==> src/rtl/fifo_pkg.sv <==
// Shared definitions for the 8-entry FIFO (address controller and storage stage).
// Holds the depth, address and count widths, the default data width, and the
// occupancy-update helper used by every block that tracks the fill level.
package fifo_pkg;

  localparam int FIFO_DEPTH  = 8;
  localparam int FIFO_ADDR_W = 3;
  localparam int FIFO_CNT_W  = 4;
  localparam int FIFO_DATA_W = 8;

  localparam logic [FIFO_CNT_W-1:0] FIFO_CNT_FULL = FIFO_CNT_W'(FIFO_DEPTH);

  // Next occupancy: +1 on write only, -1 on read only, unchanged otherwise.
  // Acceptance rules upstream of this call keep the result inside 0..DEPTH.
  function automatic logic [FIFO_CNT_W-1:0] fifo_cnt_next(
    input logic [FIFO_CNT_W-1:0] cnt,
    input logic                  inc,
    input logic                  dec
  );
    logic [FIFO_CNT_W-1:0] nxt;
    nxt = cnt;
    if (inc && !dec) begin
      nxt = cnt + FIFO_CNT_W'(1);
    end else if (dec && !inc) begin
      nxt = cnt - FIFO_CNT_W'(1);
    end
    return nxt;
  endfunction

endpackage

==> src/rtl/fifo_ram8.sv <==
// fifo_ram8: DEPTH x DATA_W storage array with one synchronous write port and
// one registered read port. A read and write to the same address on the same
// edge returns the old word (read-before-write). Array contents are not reset;
// only the read register is.
// Ports:
//   clk      in   clock
//   rst_n    in   asynchronous active-low reset (read register only)
//   wr_en    in   write strobe (already qualified by acceptance)
//   wr_addr  in   write location
//   wr_data  in   word to store
//   rd_en    in   read strobe (already qualified by acceptance)
//   rd_addr  in   read location
//   rd_data  out  registered read word, holds when rd_en is low
module fifo_ram8
  import fifo_pkg::*;
#(
  parameter int DATA_W = FIFO_DATA_W,
  parameter int DEPTH  = FIFO_DEPTH
) (
  input  logic                   clk,
  input  logic                   rst_n,
  input  logic                   wr_en,
  input  logic [FIFO_ADDR_W-1:0] wr_addr,
  input  logic [DATA_W-1:0]      wr_data,
  input  logic                   rd_en,
  input  logic [FIFO_ADDR_W-1:0] rd_addr,
  output logic [DATA_W-1:0]      rd_data
);

  logic [DATA_W-1:0] mem [DEPTH];

  always_ff @(posedge clk) begin
    if (wr_en) begin
      mem[wr_addr] <= wr_data;
    end
  end

  // Stage p0 -> p1: registered read. Non-blocking semantics give
  // read-before-write on an address collision.
  always_ff @(posedge clk or negedge rst_n) begin
    if (!rst_n) begin
      rd_data <= '0;
    end else if (rd_en) begin
      rd_data <= mem[rd_addr];
    end
  end

endmodule

==> src/rtl/fifo_mem_stage.sv <==
// fifo_mem_stage: storage and status stage of the 8-entry FIFO. Qualifies the
// controller's read/write strobes against full/empty, stores data in
// fifo_ram8, returns registered read data with a one-cycle valid pulse, and
// tracks occupancy with registered full/empty flags.
// Optional feature macro: FIFO_MEM_ERR_EN enables sticky overflow/underflow
// flags; without it both are tied low.
// Ports:
//   clk, rst_n          clock, asynchronous active-low reset
//   wr_en/addr/data     write request from the controller
//   rd_en/addr          read request from the controller
//   rd_data, rd_valid   registered read word and its one-cycle valid pulse
//   count, full, empty  occupancy 0..8 and its derived flags
//   overflow, underflow sticky rejection flags (FIFO_MEM_ERR_EN only)
module fifo_mem_stage
  import fifo_pkg::*;
#(
  parameter int DATA_W = FIFO_DATA_W,
  parameter int DEPTH  = FIFO_DEPTH
) (
  input  logic                   clk,
  input  logic                   rst_n,
  input  logic                   wr_en,
  input  logic [FIFO_ADDR_W-1:0] wr_addr,
  input  logic [DATA_W-1:0]      wr_data,
  input  logic                   rd_en,
  input  logic [FIFO_ADDR_W-1:0] rd_addr,
  output logic [DATA_W-1:0]      rd_data,
  output logic                   rd_valid,
  output logic [FIFO_CNT_W-1:0]  count,
  output logic                   full,
  output logic                   empty,
  output logic                   overflow,
  output logic                   underflow
);

  logic                  rd_acc;
  logic                  wr_acc;
  logic [FIFO_CNT_W-1:0] count_nxt;
  logic                  vld_p1;

  // Stage p0: acceptance. A write at full is only taken when a read frees a
  // slot on the same edge; a read at empty is never taken (no bypass).
  assign rd_acc    = rd_en && !empty;
  assign wr_acc    = wr_en && (!full || rd_acc);
  assign count_nxt = fifo_cnt_next(count, wr_acc, rd_acc);

  fifo_ram8 #(
    .DATA_W (DATA_W),
    .DEPTH  (DEPTH)
  ) u_ram (
    .clk     (clk),
    .rst_n   (rst_n),
    .wr_en   (wr_acc),
    .wr_addr (wr_addr),
    .wr_data (wr_data),
    .rd_en   (rd_acc),
    .rd_addr (rd_addr),
    .rd_data (rd_data)
  );

  // Stage p0 -> p1: valid pulse and status. Flags come from count_nxt so they
  // line up with the registered count.
  always_ff @(posedge clk or negedge rst_n) begin
    if (!rst_n) begin
      vld_p1 <= 1'b0;
      count  <= '0;
      full   <= 1'b0;
      empty  <= 1'b1;
    end else begin
      vld_p1 <= rd_acc;
      count  <= count_nxt;
      full   <= (count_nxt == FIFO_CNT_FULL);
      empty  <= (count_nxt == '0);
    end
  end

  assign rd_valid = vld_p1;

`ifdef FIFO_MEM_ERR_EN
  always_ff @(posedge clk or negedge rst_n) begin
    if (!rst_n) begin
      overflow  <= 1'b0;
      underflow <= 1'b0;
    end else begin
      if (wr_en && !wr_acc) overflow  <= 1'b1;
      if (rd_en && empty)   underflow <= 1'b1;
    end
  end
`else
  assign overflow  = 1'b0;
  assign underflow = 1'b0;
`endif

endmodule

==> config.mk <==
export PLATFORM = sky130hd
export DESIGN_NAME = fifo_mem_stage
export DESIGN_NICKNAME = d
export VERILOG_FILES = /design/src/rtl/fifo_pkg.sv /design/src/rtl/fifo_ram8.sv /design/src/rtl/fifo_mem_stage.sv
export SDC_FILE = /design/constraint.sdc
export NUM_CORES = 1
export LEC_CHECK = 0
export BUFFER_PORTS_ARGS = -buffer_cell sky130_fd_sc_hd__buf_4
export CAP_MARGIN = 20
export CORE_MARGIN = 5
export CORE_UTILIZATION = 55
export CTS_CLUSTER_SIZE = 16
export DETAILED_ROUTE_END_ITERATION = 10
export PLACE_DENSITY = 0.77
export SYNTH_ARGS = -nofsm -noshare
export SYNTH_HDL_FRONTEND = slang
export SYNTH_SLANG_ARGS = --single-unit
==> constraint.sdc <==
create_clock -name clk -period 5 [get_ports clk]
set_clock_uncertainty 0.05 [all_clocks]
set_input_delay 0 -clock clk [delete_from_list [all_inputs] [get_ports clk]]
set_output_delay 0 -clock clk [all_outputs]
set_load 0.05 [all_outputs]
After elaboration in Yosys (flattened, before gate mapping)
Memories as Yosys holds them, arrays and structs flattened. A register that Yosys moved wholly into a read port is not among the register bits.
Index checks and enable logic that the tools add are counted.
{ "word_totals": {"ram_bits": 64, "regBits": 7, "word_cells": 23, "inputBits": 18, "memories": 1, "out_inout_bits": 17} }
{ "memory_table": {"columns": ["memory", "words", "width", "read_ports", "rd_ports_with_merged_regs", "wr", "line_no", "source"], "rows": [
  ["u_ram.mem", 8, 8, 1, 1, 1, "fifo_ram8.sv:30", "logic [DATA_W-1:0] mem [DEPTH];"]
]} }
{ "classes": {"n_reduce_logical": 11, "n_mux": 4, "n_addsub": 2, "eq_ne": 1} }
{ "op_table": {"columns": ["operator", "count"], "rows": [
  ["two-way mux 4 bit", 2],
  ["logical NOT 1 bit", 5],
  ["adder 4 x 1 -> 4 bit (second input constant)", 1],
  ["equality test 4 bit (second input constant)", 1],
  ["logical AND 1 bit", 4],
  ["logical NOT 4 bit", 1],
  ["subtractor 4 x 1 -> 4 bit (second input constant)", 1],
  ["two-way mux 1 bit", 2],
  ["logical OR 1 bit", 1]
]} }

Longest topological paths before layout
Gate-level depths: netlist (run 1).
{ "depth": {"ltp_word": 9, "mapped_depth": 6, "mapped_depth_nobuf": 6} }

Hierarchy
A second synthesis (run 1) with hierarchy kept.
{ "hier_totals": {"hier_cells": 215, "hier_area_um2": 3354.5} }
{ "modules_own_cells": {"columns": ["mod", "cells_each", "n_inst", "area_each_um2", "seq_area_each_um2"], "rows": [
  ["fifo_ram8", 169, 1, 2861.5, 2122.0],
  ["fifo_mem_stage", 46, 1, 493.0, 176.4]
]} }

Worst setup path after synthesis (run 1)
No wires, ideal clock.
{ "synth_path": {"path_type": "flip-flop to flip-flop", "startpoint": "register empty", "endpoint": "memory u_ram.mem[0][0] (netlist bit) (enable)", "synth_period_minus_slack_ns": 2.179, "setup_ns": 0.383, "setup_slack_ns": 2.821, "arrival_time_ns": 1.746, "path_stages_with_launch": 6, "n_path_buf": 1, "required_ns": 4.567, "path_cell_list": "dfstp_2 > nand2b_4 > buf_2 > a21boi_0 > nand2b_1 > nor3_1"} }
{ "synth_via": {"elab_chain_cells": 6} }
{ "synth_rtl": {"columns": ["item", "line_no", "source"], "rows": [
  ["start, declared", "fifo_mem_stage.sv:31", "output logic empty,"],
  ["start signal, assigned", "fifo_mem_stage.sv:73", "empty <= (count_nxt == '0);"],
  ["logical NOT 1 bit", "fifo_mem_stage.sv:43", "assign rd_acc = rd_en && !empty;"],
  ["logical AND 1 bit", "fifo_mem_stage.sv:43", null],
  ["logical OR 1 bit", "fifo_mem_stage.sv:44", "assign wr_acc = wr_en && (!full || rd_acc);"],
  ["logical AND 1 bit", "fifo_mem_stage.sv:44", null],
  ["two-way mux 1 bit", "fifo_ram8.sv:33", "if (wr_en) begin"],
  ["two-way mux 1 bit (not written as such)", "fifo_ram8.sv:34", "mem[wr_addr] <= wr_data;"],
  ["end, declared", "fifo_ram8.sv:30", null]
]} }
Every way passes these cells.

Final worst setup path (run 1)
{ "layout_path": {"startpoint": "register empty", "endpoint": "memory u_ram.mem[1][7] (netlist bit) (enable)"} }
Same word-level chain as after synthesis.

==> impl_results.md, run 1 <==
* Area contributors post-synth: edfxtp_1 61%, mux4_2 11%, dfrtp_1 11%, mux2i_1 2.5%, o21ai_1 1.3%
* H-Tree Depth at 3
* Critical Path AT at 2.55 ns
* Outcome: finished clean
* Deepest clock path buffer count at 2
* Vias in the first global route at 1740
* Die height at 85.7 um
* Grt total ovfl at 0
* Post-DP HPWL at 3940 um
* Final WL at 5780 um
* Iteration-0 DRC Markers at 126
* Final Cycle Share at 0.508
* First-pass DRT Iterations at 4
* Register bit total from synthesis at 79
* Most common cell after layout, fill and taps aside: edfxtp_1
* Inserted Diodes at 0
* Ys Warns at 0
* Routed Antenna Nets at 0
* CTS tree: built
* CP Capture Type: register
* Die width at 85.7 um
* Unrepaired setup endpoints after global routing: no
* Syn Inst Count at 169
* Reg-to-reg startpoint: empty$_DFF_PN1_
* Post-synthesis sequential area ratio at 0.729
* First-pass GRT wire length at 9070 um
* Setup CP Type: reg -> reg
* Worst-Margin Slew at 1.02 ns
* CP max-delay cell: nor3_1
* Initial antenna violation count at 0
* Clock Latency Late Sink at 0.35 ns
* Worst hold path class: in -> reg
* Final routed DRC violation total at 0
* # rows at 27
* Max VDD drop at 0.313 mV
* Power per cell area at 486 nW/um^2
* Area Growth Syn to Fin at 18.7%
* Syn avg cell area at 18.6 um^2
* Tmin final at 2.54 ns
* Port Buffers at 32
* Filler Cell Count at 373
* Fmax at 0.393 GHz
* Post-layout net count at 236
* Leakage at 1.34 nW
* Most frequent cells in the layout: 64 x edfxtp_1, 32 x buf_4, 16 x mux4_2, 14 x dfrtp_1, 12 x dlygate4sd3_1
* Worst hold slack at 0.0240 ns
* Placed cell count at 264
* Fin cells at 293
* Routed wire per std cell at 19.7 um
* Vias post-DR at 1635
* Share of cells above drive strength 1 at 0.330
* Tot GR Track Use at 0.172
* HP Start: wr_addr[2]
* DP Area at 3410 um^2
* Hold Violations, Final at 0
* Max Cap Violations at 0
* Core Box Area at 5540 um^2
* Largest stage delay, worst path at 0.62 ns
* Starting Density at 0.569
* Largest net degree at the start of global routing at 23
* Rel. slew slack at 0.317
* Max-slew violations at 0
* Synth top area share at 0.610
* Root Buffer: clkbuf_8
* Req. time, crit path at 5.01 ns
* DIE AREA at 7340 um^2
* Distinct cells, synth at 32
* Synth Cell Area at 3150 um^2
* Synth area leader: edfxtp_1
* Reg clk slew, reported paths at 0.08 ns
* Critical Path Source Type: register
* Clk sinks at 79
* Design Area, Final at 3740 um^2
* Drt via density at 5.58
* CP startpoint: empty$_DFF_PN1_
* Critical path cell sequence: nand2b_4 > a21boi_0 > nand2_1 > nor3_1 > clkbuf_2
* Power, Total at 1.82 mW
* CTS buffer count at 9
* Worst-path maximum fanout at 22
* I/O pins at 35
* Setup violations, final at 0
* Routability congestion estimate at 0.760
* Setup TNS at 0 ns
-- critical path, delay by kind of cell, from the launching register on --
kind                   cells  cell delay (ns)
and+or+nand+nor            3             1.06
AOI/OAI and AO/OA          1             0.45
DFF                        1             0.38
buffers and inverters      1             0.30
-- sequential cells by signal (all words and copies together), names as in the netlist --
| register | cells |
|---|---|
| empty | 1 |
| count | 4 |
| full | 1 |
| rd_valid | 1 |
| u_ram.rd_data | 8 |
| u_ram.mem | 64 |
-- power by group --
group / switching (mW) / internal [mW]
clock network: 0.240 / 0.235
logic: 0.339 / 0.167
registers: 0.0517 / 0.784
-- cells by family after synthesis --
kind of cell             after synthesis  share of synthesized area
AND/OR/NAND/NOR                       32                     0.0548
buffers and inverters                 13                     0.0282
flip-flops                            79                      0.729
XOR/XNOR                               3                     0.0107
AO/OA/AOI/OAI                         15                     0.0282
multiplexers                          24                      0.140
other                                  1                    0.00119
adder cells (fa/ha/maj)                2                    0.00794
-- final timing paths --
path	endpoint	slack, ns	cells past startpoint
worst min register to register	u_ram.rd_data[2]$_DFFE_PN0P_	0.45	2
min in group asynchronous	empty$_DFF_PN1_	0.07	2
worst max register to register	u_ram.mem[1][7]$_DFFE_PP_	2.46	5
worst min-delay path	u_ram.mem[1][0]$_DFFE_PP_	0.02	2
max in group asynchronous	u_ram.rd_data[5]$_DFFE_PN0P_	3.79	3
worst max-delay path	u_ram.mem[1][7]$_DFFE_PP_	2.46	5
-- layout make-up --
| cell class | instances | area (um^2) | share of cell area |
|---|---|---|---|
| Clock inverter | 7 | 78.8 | 0.0211 |
| Timing Repair Buffer | 45 | 365 | 0.0977 |
| Sequential cell | 79 | 2300 | 0.614 |
| Clock buffer | 9 | 124 | 0.0331 |
| Inverter | 3 | 16.3 | 0.00435 |
| Tap cell | 72 | 90.1 | 0.0241 |
| Multi-Input combinational cell | 78 | 768 | 0.205 |
-- metal layers --
layer / share of wire / global-route usage / vias up
met5: 0 / 0 / -
met4: 0.013 / 0.0705 / 0
met3: 0.059 / 0.0442 / 7
met2: 0.53 / 0.294 / 62
met1: 0.40 / 0.208 / 820
li1: - / - / 746
-- synthesized netlist by cell type (all sizes together) --
cell	instances
xnor2	3
o21ai	8
o22ai	1
nor4	2
clkinv	1
dfrtp	14
nand2b	4
nor3b	1
a31oi	1
nor3	3
nand2	10
mux2i	8
nand4	1
a21boi	1
o31ai	1
nor2	10
a21oi	3
mux4	16
dfstp	1
inv	2
nor4b	1
ha	2
conb	1
buf	10
edfxtp	64
-- through the flow --
step | setup slack (ns) | utilization
floorplan | 2.82 | -
global placement | 2.64 | 0.616
detailed placement | 2.45 | 0.616
CTS | 2.29 | 0.674
global route | 2.29 | 0.675
finish | 2.46 | 0.675
-- timing repair --
| action | 4_1_cts | 5_1_grt |
|---|---|---|
| setup buffers | 0 | 0 |
| hold buffers | 12 | 0 |
| gates resized for setup | 0 | 0 |
| endpoints found under the hold margin | 81 | 0 |
Power figures use the tool's default switching activity.
==> run 2: changes to the inputs <==
Settings changed: ABC_AREA set to 1, PLACE_DENSITY 0.77 to 0.76.
Clock period 5 ns to 2.4 ns, I/O delays scaled along.
==> run 2 against run 1 <==
Effect of this change:
- combinational power up 110%
- die area is 6.5% higher
- first-iteration DRC count grew 13%
- synthesized cell count up 80%
- worst hold slack better by 0.0068 ns
==> impl_results.md, run 2 <==
* Most common cell after layout, fill and taps aside: edfxtp_1
* I/O pins at 35 (unchanged)
* Main synth FF type: edfxtp_1
* Iteration-0 DRC Markers at 143 (+13%)
* Setup CP Type: reg -> reg
* Synth top area share at 0.568 (-0.0417)
* Final WL at 6730 um (+16%)
* Post-CTS setup buffers at 0 (unchanged)
* Post-synth EDFFs at 64 (unchanged)
* Footprint of the multi-input gates at 815 um^2 (+6.0%)
* Req. time, crit path at 2.33 ns (-2.68 ns)
* Worst-Margin Slew at 0.627 ns (-0.390 ns)
* # rows at 28 (+3.7%)
* Port Buffers at 32 (unchanged)
* Worst-path maximum fanout at 12 (-45%)
* Most frequent cells in the layout: 64 x edfxtp_1, 58 x nand2_1, 47 x inv_1, 34 x nand3_1, 33 x buf_4
* Drt via density at 5.27 (-5.5%)
* Tot GR Track Use at 0.192 (+0.0206)
* Syn Inst Count at 304 (+80%)
* CTS buffer count at 9 (unchanged)
* Root Buffer: clkbuf_8
* Distinct cells, synth at 23 (-28%)
* Unrepaired setup endpoints after global routing: no
* Fin cells at 427 (+46%)
* Max Cap Violations at 0 (unchanged)
* Top-count cell post-synth: edfxtp_1
* Final routed DRC violation total at 0 (unchanged)
* Core Box Area at 5960 um^2 (+7.5%)
* Max VDD drop at 0.669 mV (+110%)
* FF+latch area at 2300 um^2 (unchanged)
* Die width at 88.4 um (+3.2%)
* Critical path cell sequence: inv_1 > nand2_2 > a21oi_1 > nand2_1 > nor2_1
* Critical Path AT at 1.96 ns (-0.59 ns)
* Critical Path Source Type: register
* DIE AREA at 7820 um^2 (+6.5%)
* Routed Antenna Nets at 0 (unchanged)
* Placed cell count at 399 (+51%)
* Clock Latency Late Sink at 0.35 ns (about the same)
* Die height at 88.4 um (+3.2%)
* Power per cell area at 963 nW/um^2 (+98%)
* First-pass DRT Iterations at 4 (unchanged)
* Register bit total from synthesis at 79 (unchanged)
* H-Tree Depth at 3 (unchanged)
* Largest Register: u_ram.mem
* Largest stage delay, worst path at 0.53 ns (-0.09 ns)
* Synth area leader: edfxtp_1
* Final worst slack at 0.372 ns (-2.09 ns)
* DP Worst Slack at 0.371 ns (-2.08 ns)
* Reg clk slew, reported paths at 0.07 ns (about the same)
* Inserted Diodes at 0 (unchanged)
* Reg-to-reg startpoint: empty$_DFF_PN1_
* Setup violations, final at 0 (unchanged)
* Area Growth Syn to Fin at 17.3%
* Fmax at 0.493 GHz (+25%)
* Final Cycle Share at 0.845 (+0.336)
* Deepest clock path buffer count at 2 (unchanged)
* Rel. slew slack at 0.580 (+0.264)
* Synth Cell Area at 3380 um^2 (+7.3%)
* Max-slew violations at 0 (unchanged)
* Worst hold path class: in -> reg
* Initial antenna violation count at 0 (unchanged)
* CP Capture Type: register
* Vias in the first global route at 2092 (+20%)
* Hold buffers post-CTS at 12 (unchanged)
* Max reg flops at 64 (unchanged)
* Asr flop ratio synth at 0.190 (unchanged)
* First-pass GRT wire length at 10700 um (+18%)
* Largest registers: u_ram.mem (64), u_ram.rd_data (8), count (4)
* Filler Cell Count at 477 (+28%)
* Leakage at 1.66 nW (+23%)
* Starting Density at 0.568 (-0.000813)
* Ys Warns at 0 (unchanged)
* CTS tree: built
* Area contributors post-synth: edfxtp_1 57%, dfrtp_1 10%, nand2_1 6.4%, inv_1 5.2%, nand3_1 5.0%
* Outcome: finished clean
* Share of cells above drive strength 1 at 0.148 (-0.183)
* Tmin final at 2.03 ns (-0.515 ns)
* Setup TNS at 0 ns (unchanged)
* Post-synthesis sequential area ratio at 0.679 (-0.0499)
* Routability congestion estimate at 0.972 (+28%)
* Vias post-DR at 2251 (+38%)
* Clk sinks at 79 (unchanged)
* Grt total ovfl at 0 (unchanged)
* CP startpoint: empty$_DFF_PN1_
* HP Start: wr_en
* Hold Violations, Final at 0 (unchanged)
* Power, Total at 3.82 mW (+110%)
* Commonest cells in the netlist: 64 x edfxtp_1, 58 x nand2_1, 47 x inv_1, 34 x nand3_1
* Syn avg cell area at 11.1 um^2 (-40%)
* Post_cts resized at 0 (unchanged)
* Largest net degree at the start of global routing at 65 (+180%)
* Post-DP HPWL at 4580 um (+16%)
* Buf/Inv on CP at 1 (unchanged)
* Routed wire per std cell at 15.8 um (-20%)
* CP max-delay cell: nor2_1
* Delay-heaviest family, CP: simple AND/OR/NAND/NOR gates
* Post-layout net count at 367 (+56%)
==> run 2: changes by cell type in the layout (fill, tap and decap cells not counted), moves of 14 or more <==
cell      change
o21ai_0      +17
mux4_2       -16
inv_1        +45
nand3_1      +34
a21oi_1      +14
o211ai_1     +16
nand2_1      +48
==> run 2: cells by family (layout without fill, tap and decap cells) <==
logic type | count (synthesis) | in the layout | synth area share
other | 1 | 2 | 0.00111
adder cells (fa/ha/maj) | 2 | 2 | 0.00740
AO/OA/AOI/OAI | 50 | 50 | 0.0858
flip-flops | 79 | 79 | 0.679
AND/OR/NAND/NOR | 107 | 107 | 0.138
XOR/XNOR | 3 | 3 | 0.00777
buffers and inverters | 62 | 109 | 0.0810
==> run 2: final cells by class <==
| class | count | area share |
|---|---|---|
| repair buffers | 45 | 0.0927 |
| flip-flops and latches | 79 | 0.579 |
| well taps | 75 | 0.0237 |
| clock buffers | 10 | 0.0322 |
| multi-input cells | 164 | 0.205 |
| clock inverters | 6 | 0.0214 |
| inverters | 48 | 0.0454 |
==> run 2: final timing paths <==
kind,end,slack (ns),depth (start not counted)
worst max-delay path,u_ram.mem[7][6]$_DFFE_PP_,0.37,5
worst min-delay path,count[1]$_DFF_PN0_,0.03,4
worst max register to register,u_ram.mem[7][6]$_DFFE_PP_,0.37,5
worst min register to register,u_ram.rd_data[2]$_DFFE_PN0P_,0.43,2
max in group asynchronous,count[0]$_DFF_PN0_,1.20,3
min in group asynchronous,empty$_DFF_PN1_,0.08,2
==> run 2: metal layers <==
layer  global-route usage  vias up  wire (um)
li1                     -     1110          -
met1                0.246     1056       2780
met2                0.309       73       3250
met3               0.0484       12        512
met4               0.0907        0        176
met5                    0        -          0
==> run 2: metrics by stage <==
step / hold WS [ns] / instance area, um^2 / util
5_1_grt: 0.0439 / 3970 / 0.666
4_1_cts: 0.00757 / 3970 / 0.666
6_report: 0.0308 / 3970 / 0.666
2_1_floorplan: -0.346 / 3390 / -
3_5_place_dp: -0.187 / 3630 / 0.610
3_3_place_gp: -0.188 / 3630 / 0.610
==> run 2: worst register-to-register path, cell delays in order, from the launching register on <==
cell and delay [ns]:
dfstp_2 0.37, inv_1 0.08, nand2_2 0.15, a21oi_1 0.28
nand2_1 0.20, nor2_1 0.53
==> run 2: power by group <==
part,switching (mW),internal [mW]
clock network,0.467,0.582
registers,0.107,1.62
logic,0.726,0.320
total,1.30,2.52
==> run 3: changes to the inputs <==
Settings changed: ABC_AREA 1 to 0, PLACE_DENSITY 0.76 to 0.77.
Clock period 2.4 ns to 1.9 ns, I/O delays scaled along.
==> run 3 against run 2 <==
Effect of this change:
- fmax grew 18%
- worst hold slack gained 0.033 ns
- largest power group unchanged
- largest cell class unchanged
- total power grew 27%
==> impl_results.md, run 3 (synthesis gave the netlist of run 1 again) <==
* Routed Antenna Nets at 0 (unchanged)
* Setup violations, final at 0 (unchanged)
* # rows at 27 (-3.6%)
* Largest net degree at the start of global routing at 17 (-74%)
* Max reg flops at 64 (unchanged)
* Starting Density at 0.569 (+0.000813)
* Initial antenna violation count at 0 (unchanged)
* Routed wire per std cell at 18.7 um (+18%)
* Worst-path maximum fanout at 10 (-2)
* Final Cycle Share at 0.905 (+0.0604)
* Routability congestion estimate at 0.783 (-19%)
* Die height at 85.7 um (-3.1%)
* DP Worst Slack at 0.103 ns (-0.268 ns)
* I/O pins at 35 (unchanged)
* Largest registers: u_ram.mem (64), u_ram.rd_data (8), count (4)
* Reg-to-reg startpoint: empty$_DFF_PN1_
* Inserted Diodes at 0 (unchanged)
* Area Growth Syn to Fin at 21.2%
* Share of cells above drive strength 1 at 0.345 (+0.197)
* Worst Hold Path EP: u_ram.rd_data[0]$_DFFE_PN0P_
* Most frequent cells in the layout: 64 x edfxtp_1, 41 x buf_4, 16 x mux4_2, 14 x dfrtp_1, 12 x dlygate4sd3_1
* Reg2reg path depth at 5 (unchanged)
* First-pass GRT wire length at 8940 um (-16%)
* CTS tree: built
* Grt total ovfl at 0 (unchanged)
* R2R Setup Slk at 0.18 ns (-0.19 ns)
* Iteration-0 DRC Markers at 136 (-4.9%)
* CTS buffer count at 9 (unchanged)
* Vias in the first global route at 1749 (-16%)
* CP Capture Type: register
* Post-CTS setup buffers at 0 (unchanged)
* Rel. slew slack at 0.581 (about the same)
* HP Start: rd_addr[2]
* DIE AREA at 7340 um^2 (-6.1%)
* Max Cap Violations at 0 (unchanged)
* Clk sinks at 79 (unchanged)
* Outcome: finished clean
* Vias post-DR at 1629 (-28%)
* Max VDD drop at 0.989 mV (+48%)
* Design Area, Final at 3820 um^2 (-3.8%)
* Worst-Margin Slew at 0.627 ns (-0.0000466 ns)
* Placed cell count at 273 (-32%)
* Post-layout net count at 244 (-34%)
* Core Box Area at 5540 um^2 (-7.0%)
* Drt via density at 5.41 (+2.7%)
* Tot GR Track Use at 0.167 (-0.0252)
* Tmin final at 1.72 ns (-0.308 ns)
* Most common cell after layout, fill and taps aside: edfxtp_1
* Fin cells at 301 (-30%)
* Fin util at 0.689 (+0.0231)
* First-pass DRT Iterations at 4 (unchanged)
* Deepest clock path buffer count at 2 (unchanged)
* Final WL at 5620 um (-17%)
* Die width at 85.7 um (-3.1%)
* Setup TNS at 0 ns (unchanged)
* H-Tree Depth at 3 (unchanged)
* Final worst slack at 0.180 ns (-0.192 ns)
* Final routed DRC violation total at 0 (unchanged)
* Unrepaired setup endpoints after global routing: no
* Clock Latency Late Sink at 0.33 ns (-0.02 ns)
* DP Area at 3490 um^2 (-4.0%)
* Largest Register: u_ram.mem
* Cell depth of the worst min-delay path at 3 (-1)
* Worst hold slack at 0.0637 ns (+0.0329 ns)
* Power, Total at 4.85 mW (+27%)
* Critical Path AT at 1.71 ns (-0.25 ns)
* Leakage at 1.40 nW (-15%)
* Max-slew violations at 0 (unchanged)
* Hold Violations, Final at 0 (unchanged)
* Critical Path Source Type: register
* Power per cell area at 1270 nW/um^2 (+32%)
* Post-DP HPWL at 3850 um (-16%)
* Fmax at 0.581 GHz (+18%)
* Root Buffer: clkbuf_8
* Port Buffers at 32 (unchanged)
* Req. time, crit path at 1.89 ns (-0.44 ns)
* Worst hold path class: in -> reg
* End of the worst register-to-register path: u_ram.mem[2][1]$_DFFE_PP_
* Reg clk slew, reported paths at 0.07 ns (about the same)
* Setup CP Type: reg -> reg
## run 3: cell types whose count changed in the layout (fill, tap and decap cells not counted), moves of 14 or more
| cell | previous run | this run |
|---|---|---|
| nand2_1 | 58 | 10 |
| inv_1 | 47 | 2 |
| nand3_1 | 34 | 0 |
| o21ai_0 | 17 | 0 |
| mux4_2 | 0 | 16 |
| o211ai_1 | 16 | 0 |
| a21oi_1 | 17 | 3 |
## run 3: layout make-up
type | instances | area (um^2)
clock buffer | 12 | 135
clock inverter | 4 | 72.6
fill | 368 | 1720
inverter | 3 | 16.3
multi-input combinational | 78 | 778
sequential | 79 | 2300
tap | 72 | 90.1
timing repair buffer | 53 | 428
## run 3: worst max-delay path, cell delays in order, from the launching register on
cell	delay [ns]
dfstp_2	0.37
nand2b_4	0.19
a21boi_1	0.28
nand2b_1	0.18
nor2_1	0.15
buf_4	0.21
## run 3: power breakdown
| part | leakage (nW) | switching (mW) | total [mW] | internal (mW) |
|---|---|---|---|---|
| logic | 0.536 | 0.903 | 1.36 | 0.455 |
| registers | 0.762 | 0.143 | 2.21 | 2.06 |
| clock network | 0.102 | 0.546 | 1.29 | 0.740 |
| total | 1.40 | 1.59 | 4.85 | 3.26 |
## run 3: worst max path at each step
| stage | start | endpoint | slack, ns |
|---|---|---|---|
| 6_report | empty$_DFF_PN1_ | u_ram.mem[2][1]$_DFFE_PP_ | 0.18 |
| 5_1_grt | empty$_DFF_PN1_ | u_ram.mem[2][1]$_DFFE_PP_ | 0.09 |
| 4_1_cts | empty$_DFF_PN1_ | u_ram.mem[2][1]$_DFFE_PP_ | 0.08 |
| 3_5_place_dp | empty$_DFF_PN1_ | u_ram.mem[2][6]$_DFFE_PP_ | 0.10 |
| 3_3_place_gp | empty$_DFF_PN1_ | u_ram.mem[7][0]$_DFFE_PP_ | 0.19 |
| 2_1_floorplan | empty$_DFF_PN1_ | u_ram.mem[3][0]$_DFFE_PP_ | -0.07 |
## run 3: what timing repair did
| item | in CTS | in global routing |
|---|---|---|
| endpoints found under the hold margin | 83 | 0 |
| hold buffers | 12 | 0 |
| setup endpoints to repair | 0 | 41 |
| gates resized for setup | 0 | 1 |
## run 3: routing by layer
metal | routed length, um | GRT usage
met2 | 2940 | 0.282
met4 | 39 | 0.0633
met3 | 358 | 0.0451
met1 | 2280 | 0.206
met5 | 0 | 0
